===== src/rtl/br_pkg.sv =====
// Shared definitions for the EX-stage branch resolution slice.
//   br_state_e : resolve FSM states (IDLE accepts work, REDIR holds a redirect)
//   INST_BYTES : fall-through increment between sequential instructions
package br_pkg;

   typedef enum logic [0:0] {
      IDLE  = 1'b0,
      REDIR = 1'b1
   } br_state_e;

   localparam int unsigned INST_BYTES = 4;

endpackage : br_pkg


===== src/rtl/br_outcome_cmp.sv =====
// Combinational outcome comparator.
// Works out the architecturally correct next PC of the instruction in EX and
// flags a mispredict when the PC that IF actually fetched next differs from it.
//   acc            in   1       instruction is being accepted this cycle
//   pc             in   ADDR_W  instruction address
//   br_inst        in   1       instruction is a branch/jump
//   actual_taken   in   1       real outcome
//   actual_target  in   ADDR_W  real target
//   pred_next_pc   in   ADDR_W  PC that IF fetched after this instruction
//   actual_next_c  out  ADDR_W  correct next PC
//   mispred_c      out  1       accepted instruction was followed by the wrong PC
module br_outcome_cmp
   import br_pkg::*;
#(
   parameter int unsigned ADDR_W = 32
) (
   input  logic              acc,
   input  logic [ADDR_W-1:0] pc,
   input  logic              br_inst,
   input  logic              actual_taken,
   input  logic [ADDR_W-1:0] actual_target,
   input  logic [ADDR_W-1:0] pred_next_pc,
   output logic [ADDR_W-1:0] actual_next_c,
   output logic              mispred_c
);

   logic [ADDR_W-1:0] seq_pc;
   logic              taken_eff;

   // Fall-through address; the add is ADDR_W wide so it wraps at the top of memory.
   assign seq_pc = pc + ADDR_W'(INST_BYTES);

   // A non-branch never redirects, whatever the outcome input says.
   assign taken_eff = br_inst & actual_taken;

   // Select correct next PC.
   always_comb begin
      actual_next_c = seq_pc;
      if (taken_eff) begin
         actual_next_c = actual_target;
      end
   end

   // Comparing full next PCs (not just direction) also catches a non-branch
   // that IF steered elsewhere through a BTB alias, and a taken branch whose
   // predicted target was stale.
   assign mispred_c = acc & (pred_next_pc != actual_next_c);

endmodule : br_outcome_cmp


===== src/rtl/br_resolve_unit.sv =====
// EX-stage branch resolution unit.
// Checks the fetch-time prediction against the real outcome, raises a one-cycle
// flush and holds a redirect to IF on a mispredict, drives the predictor update
// port one cycle after each resolved branch, and counts resolved branches and
// redirects.
//   clk, reset           clock; synchronous active-high reset
//   ex_valid/ex_ready    EX handshake; ready only while no redirect is pending
//   ex_pc .. ex_actual_* instruction, prediction and real outcome from EX
//   flush                one-cycle pulse killing younger instructions
//   redir_valid/_pc/_ready  redirect handshake towards IF
//   upd_*                registered predictor update (upd_en = strobe)
//   resolved_count       branches resolved
//   mispred_count        redirects issued
module br_resolve_unit #(
   parameter int unsigned ADDR_W = 32,
   parameter int unsigned CNT_W  = 32
) (
   input  logic              clk,
   input  logic              reset,

   input  logic              ex_valid,
   output logic              ex_ready,
   input  logic [ADDR_W-1:0] ex_pc,
   input  logic              ex_br_inst,
   input  logic              ex_cond_br_inst,
   input  logic              ex_pred_taken,
   input  logic [ADDR_W-1:0] ex_pred_next_pc,
   input  logic              ex_actual_taken,
   input  logic [ADDR_W-1:0] ex_actual_target,

   output logic              flush,
   output logic              redir_valid,
   output logic [ADDR_W-1:0] redir_pc,
   input  logic              redir_ready,

   output logic              upd_en,
   output logic [ADDR_W-1:0] upd_inst_addr,
   output logic              upd_br_inst,
   output logic              upd_cond_br_inst,
   output logic              upd_br_taken,
   output logic [ADDR_W-1:0] upd_br_target,

   output logic [CNT_W-1:0]  resolved_count,
   output logic [CNT_W-1:0]  mispred_count
);

   import br_pkg::*;

   br_state_e         state_q;
   br_state_e         state_d;

   logic              acc_c;
   logic              mispred_c;
   logic              redir_done_c;
   logic [ADDR_W-1:0] actual_next_c;

   // The direction bit is subsumed by the next-PC comparison; kept on the
   // port for pipeline tracing only.
   logic              unused_pred_taken;
   assign unused_pred_taken = ex_pred_taken;

   assign acc_c        = ex_valid & ex_ready;
   assign redir_done_c = redir_valid & redir_ready;

   // Outcome comparison.
   br_outcome_cmp #(
      .ADDR_W (ADDR_W)
   ) u_outcome_cmp (
      .acc           (acc_c),
      .pc            (ex_pc),
      .br_inst       (ex_br_inst),
      .actual_taken  (ex_actual_taken),
      .actual_target (ex_actual_target),
      .pred_next_pc  (ex_pred_next_pc),
      .actual_next_c (actual_next_c),
      .mispred_c     (mispred_c)
   );

   // FSM state register.
   always_ff @(posedge clk) begin
      if (reset) begin
         state_q <= IDLE;
      end else begin
         state_q <= state_d;
      end
   end

   // FSM next state.
   always_comb begin
      state_d = state_q;
      case (state_q)
         IDLE: begin
            if (mispred_c) begin
               state_d = REDIR;
            end
         end
         REDIR: begin
            if (redir_done_c) begin
               state_d = IDLE;
            end
         end
         default: begin
            state_d = IDLE;
         end
      endcase
   end

   // FSM outputs: EX is stalled for the whole redirect so wrong-path
   // instructions never reach the comparator or the predictor.
   always_comb begin
      ex_ready = 1'b0;
      case (state_q)
         IDLE:    ex_ready = 1'b1;
         REDIR:   ex_ready = 1'b0;
         default: ex_ready = 1'b0;
      endcase
   end

   // Flush pulse and redirect request; redir_pc only loads on a new
   // mispredict, which cannot occur while one is pending, so it stays stable.
   always_ff @(posedge clk) begin
      if (reset) begin
         flush       <= 1'b0;
         redir_valid <= 1'b0;
         redir_pc    <= '0;
      end else begin
         flush <= mispred_c;
         if (mispred_c) begin
            redir_valid <= 1'b1;
            redir_pc    <= actual_next_c;
         end else if (redir_done_c) begin
            redir_valid <= 1'b0;
         end
      end
   end

   // Predictor update port: strobe only for accepted branches, payload
   // captured on every accept.
   always_ff @(posedge clk) begin
      if (reset) begin
         upd_en           <= 1'b0;
         upd_inst_addr    <= '0;
         upd_br_inst      <= 1'b0;
         upd_cond_br_inst <= 1'b0;
         upd_br_taken     <= 1'b0;
         upd_br_target    <= '0;
      end else begin
         upd_en <= acc_c & ex_br_inst;
         if (acc_c) begin
            upd_inst_addr    <= ex_pc;
            upd_br_inst      <= ex_br_inst;
            upd_cond_br_inst <= ex_cond_br_inst;
            upd_br_taken     <= ex_br_inst & ex_actual_taken;
            upd_br_target    <= ex_actual_target;
         end
      end
   end

   // Statistics counters, free-running modulo 2^CNT_W.
   always_ff @(posedge clk) begin
      if (reset) begin
         resolved_count <= '0;
         mispred_count  <= '0;
      end else begin
         if (acc_c && ex_br_inst) begin
            resolved_count <= resolved_count + CNT_W'(1);
         end
         if (mispred_c) begin
            mispred_count <= mispred_count + CNT_W'(1);
         end
      end
   end

endmodule : br_resolve_unit


===== config.mk =====
export PLATFORM = sky130hd
export DESIGN_NAME = br_resolve_unit
export DESIGN_NICKNAME = d
export VERILOG_FILES = /design/src/rtl/br_pkg.sv /design/src/rtl/br_outcome_cmp.sv /design/src/rtl/br_resolve_unit.sv
export SDC_FILE = /design/constraint.sdc
export NUM_CORES = 1
export LEC_CHECK = 0
export ABC_AREA = 0
export BUFFER_PORTS_ARGS = -buffer_cell sky130_fd_sc_hd__buf_2
export CORE_MARGIN = 5
export CORE_UTILIZATION = 48
export CTS_CLUSTER_SIZE = 24
export DETAILED_ROUTE_END_ITERATION = 6
export HOLD_SLACK_MARGIN = 0.03
export PLACE_DENSITY = 0.77
export SETUP_SLACK_MARGIN = 0.02
export SYNTH_ARGS = -nofsm -noshare
export SYNTH_HDL_FRONTEND = slang
export SYNTH_SLANG_ARGS = --single-unit

===== constraint.sdc =====
create_clock -name clk -period 3 [get_ports clk]
set_input_delay 0.15 -clock clk [delete_from_list [all_inputs] [get_ports clk]]
set_output_delay 0.15 -clock clk [all_outputs]
set_load 0.01 [all_outputs]

==> metrics.md <==
| Metric | Value |
|---|---|
| Outcome | finished, final reports clean |
| H-tree depth | 4 |
| RSZ-0062 raised after global routing | false |
| Worst Skew | 0.0105 ns |
| CP bufs+invs | 4 |
| Total power | 5.72 mW |
| Root buffer cell | clkbuf_16 |
| Worst Max-Slew Pin Slew | 0.694 ns |
| Worst Hold Class | in2reg |
| Overflow after GRT | 0 |
| Setup slack at placement | -0.368 ns |
| WP data arrival | 3.19 ns |
| Via Count | 10,675 |
| Most numerous cell in the Yosys netlist | nand2_1 |
| Worst Path Class, Setup | in2reg |
| Yosys warning total | 0 |
| Syn nets | 1,303 |
| Top cell type's share of synthesized area | 35.5% |
| First-pass GRT wire length | 57,700 um |
| Clock buffer count from CTS | 17 |
| DRT Pass-1 Iters | 5 |
| Post-synth top cells | nand2_1 (190), dfxtp_1 (167), nor2_1 (117) |
| Final worst slack | 0.144 ns |
| CP Launch Type | input port |
| Worst-path cell chain | dlygate4sd3_1 > buf_2 > and3_1 > a221oi_1 > a31oi_1 > nor3_1 > nand4_1 > nor4_2 > buf_4 > o2111a_2 > buf_12 > nand2_1 > a221oi_1 |
| Largest cells by area after synthesis | dfxtp_1 (35%), nand2_1 (7.6%), a21oi_1 (5.6%) |
| RR Endpoint | mispred_count[31] |
| Mapped Area | 9420 um2 |
| Final Net Count | 1,717 |
| Layout Cells excl Fill | 1,889 |
| PortBufs | 269 |
| Crit-path max FO | 25 |
| DP HPWL | 29,600 um |
| Critical path's largest stage delay | 0.55 ns |
| Max-cap violations | 0 |
| Pwr/cell area | 434 nW/um2 |
| Vias in the first global route | 10,383 |
| Leading area contributor after synthesis | dfxtp_1 |
| Area delta synth->final | 39.9% |
| Avg WL per Cell | 20.2 um |
| Post-route minimum period | 2.86 ns |
| Placement row count | 51 |
| Vias/cell | 5.65 |
| Worst-Skew Late Latency | 0.44 ns |
| Placed cells | 1,830 |
| Static Leak | 5.93 nW |
| Clock Path Buffers | 2 |
| Sequential share of the synthesized area | 35.5% |
| Setup Buffers After CTS | 0 |
| Initial antenna violation count | 3 |
| Layout cells sized above 1 | 33.9% |
| Initial cell density of the core | 48.6% |
| Crit share post-route | 95.2% |
| Largest net degree at the start of global routing | 92 |
| Worst Hold Endpoint | upd_inst_addr[30] |
| Crit path capture type | flop |
| Hold_sp | ex_pc[30] |
| I/O Pins | 271 |
| Setup_tns | 0 ns |
| Worst reg2reg path startpoint | mispred_count[15] |
| Drt initial violations | 902 |
| Highest Clock Rate | 350 MHz |
| Clock sink count | 167 |
| Main synth FF type | dfxtp_1 |
| Worst VDD drop | 0.387 mV |
| Util after Layout | 67.9% |
| Max_slew headroom | 53.7% |
| DRT Wirelength | 38,200 um |
| Avg Cell Area, Syn | 7.88 um2 |
| Seq cells post-synth | 167 |
| GRT Total Usage | 33.1% |
| CP required | 3.34 ns |
| Final RePlAce weighted congestion | 1.04 |
| Library cells used by synthesis | 67 |
| Drt drc | 0 |
| CTS tree | done |
| DIE AREA | 22,500 um2 |
| Chip Height | 150 um |
| Final Slew Violations | 0 |
| Synthesized netlist cell count | 1,196 |
| Final ANT Viol Nets | 0 |
| Post-synthesis async set-or-reset flop share | 0% |
| Placeable Area | 19,400 um2 |
| Hold Crit Depth | 3 |
| Most frequent CP cell | a221oi_1 |
| Post-synth EDFFs | 0 |
| Worst-path clk slew | 0.07 ns |
| Reg2Reg Depth | 9 |
| Delay-heaviest family, CP | buffers and inverters |
| Crit-path slowest cell | dlygate4sd3_1 |
| Final hold vios | 0 |
| Die Width | 150 um |
| Finish-stage setup viols | 0 |
| Reg2Reg Setup Slack | 0.35 ns |
-- layer usage --
layer | wire [um] | global-route usage [%] | vias up
li1 | - | - | 5007
met1 | 15100 | 41.0 | 5082
met2 | 18600 | 56.2 | 475
met5 | 34 | 0 | -
met3 | 2890 | 6.92 | 107
met4 | 1580 | 13.8 | 4
-- cell type report --
cell class | count | area [um2]
antenna | 1 | 2.50
inverter | 21 | 78.8
timing repair buffer | 480 | 3110
multi-input combinational | 923 | 5720
fill | 1631 | 6220
sequential | 167 | 3340
clock inverter | 15 | 168
tap | 265 | 332
clock buffer | 17 | 425
-- where the power goes --
part	switching (mW)	internal, mW	leakage [nW]
Combinational	0.664	0.488	4.28
Clock	1.08	1.11	0.287
Sequential	0.0607	2.31	1.36
-- metrics by stage --
| step | cell area, um2 | hold slack (ns) |
|---|---|---|
| 6_report | 13200 | 0.0468 |
| 5_1_grt | 13200 | 0.0477 |
| 4_1_cts | 13100 | 0.0367 |
| 3_5_place_dp | 12300 | 0.400 |
| 3_3_place_gp | 12300 | 0.392 |
| 2_1_floorplan | 9490 | 0.286 |
-- cells in the final DEF (no fill, tap or decap), types with 9 or more instances in the layout --
cell	synthesis	routed
dlygate4sd3_1	0	26
nand2_1	190	188
a211oi_1	12	12
mux2_2	32	30
a211o_1	18	18
and3_1	22	22
xnor2_1	46	46
nor3_1	13	12
nor2_1	117	117
and2_1	9	9
nand2b_1	32	32
clkbuf_16	0	17
buf_2	11	268
nand3_1	50	49
a31oi_1	12	12
a21oi_1	105	104
nor2b_1	44	43
nand4_1	31	31
dfxtp_1	167	167
xor2_1	39	39
buf_4	11	175
mux2i_1	23	21
o21ai_0	25	25
inv_1	21	21
-- logic make-up (layout without fill, tap and decap cells) --
group / Yosys count / count (layout) / synth area share (%)
xor+xnor: 86 / 86 / 8.07
flops: 167 / 167 / 35.5
simple gates: 552 / 552 / 28.4
mux: 56 / 56 / 6.39
buf+inv: 106 / 533 / 5.13
other cells: 0 / 1 / 0
fa+ha+maj: 3 / 3 / 0.398
compound gates: 226 / 226 / 16.1
-- state kept, by name, indices dropped and copies added (netlist names) --
register          flops
flush                 1
mispred_count        32
redir_pc             32
redir_valid           1
resolved_count       32
state_q               1
upd_br_inst           1
upd_br_taken          1
upd_br_target        32
upd_cond_br_inst      1
upd_en                1
upd_inst_addr        32
-- worst max path at each step --
stage,cells after the start,slack [ns],endpoint,from
after floorplan,13,-0.11,mispred_count[27],ex_pc[9]
after global routing,13,0.02,redir_pc[16],ex_pc[2]
after CTS,15,0.05,redir_pc[30],ex_actual_target[19]
final,13,0.14,redir_pc[1],ex_actual_target[7]
after global placement,12,-0.28,redir_pc[28],ex_pc[11]
after detailed placement,13,-0.37,redir_pc[16],ex_pc[2]
-- worst register-to-register path, delay by kind of cell, from the launching register on --
kind,cells,cell delay [ns]
and+or+nand+nor,7,1.41
DFF,1,0.42
AOI/OAI and AO/OA,1,0.41
muxes,1,0.33
-- timing repair --
action                                  in CTS  in global routing
endpoints found under the hold margin       26                  0
gates resized for setup                      0                 14
hold buffers                                26                  0
endpoints found under the setup margin       0                 63
Power figures use the tool's default switching activity.
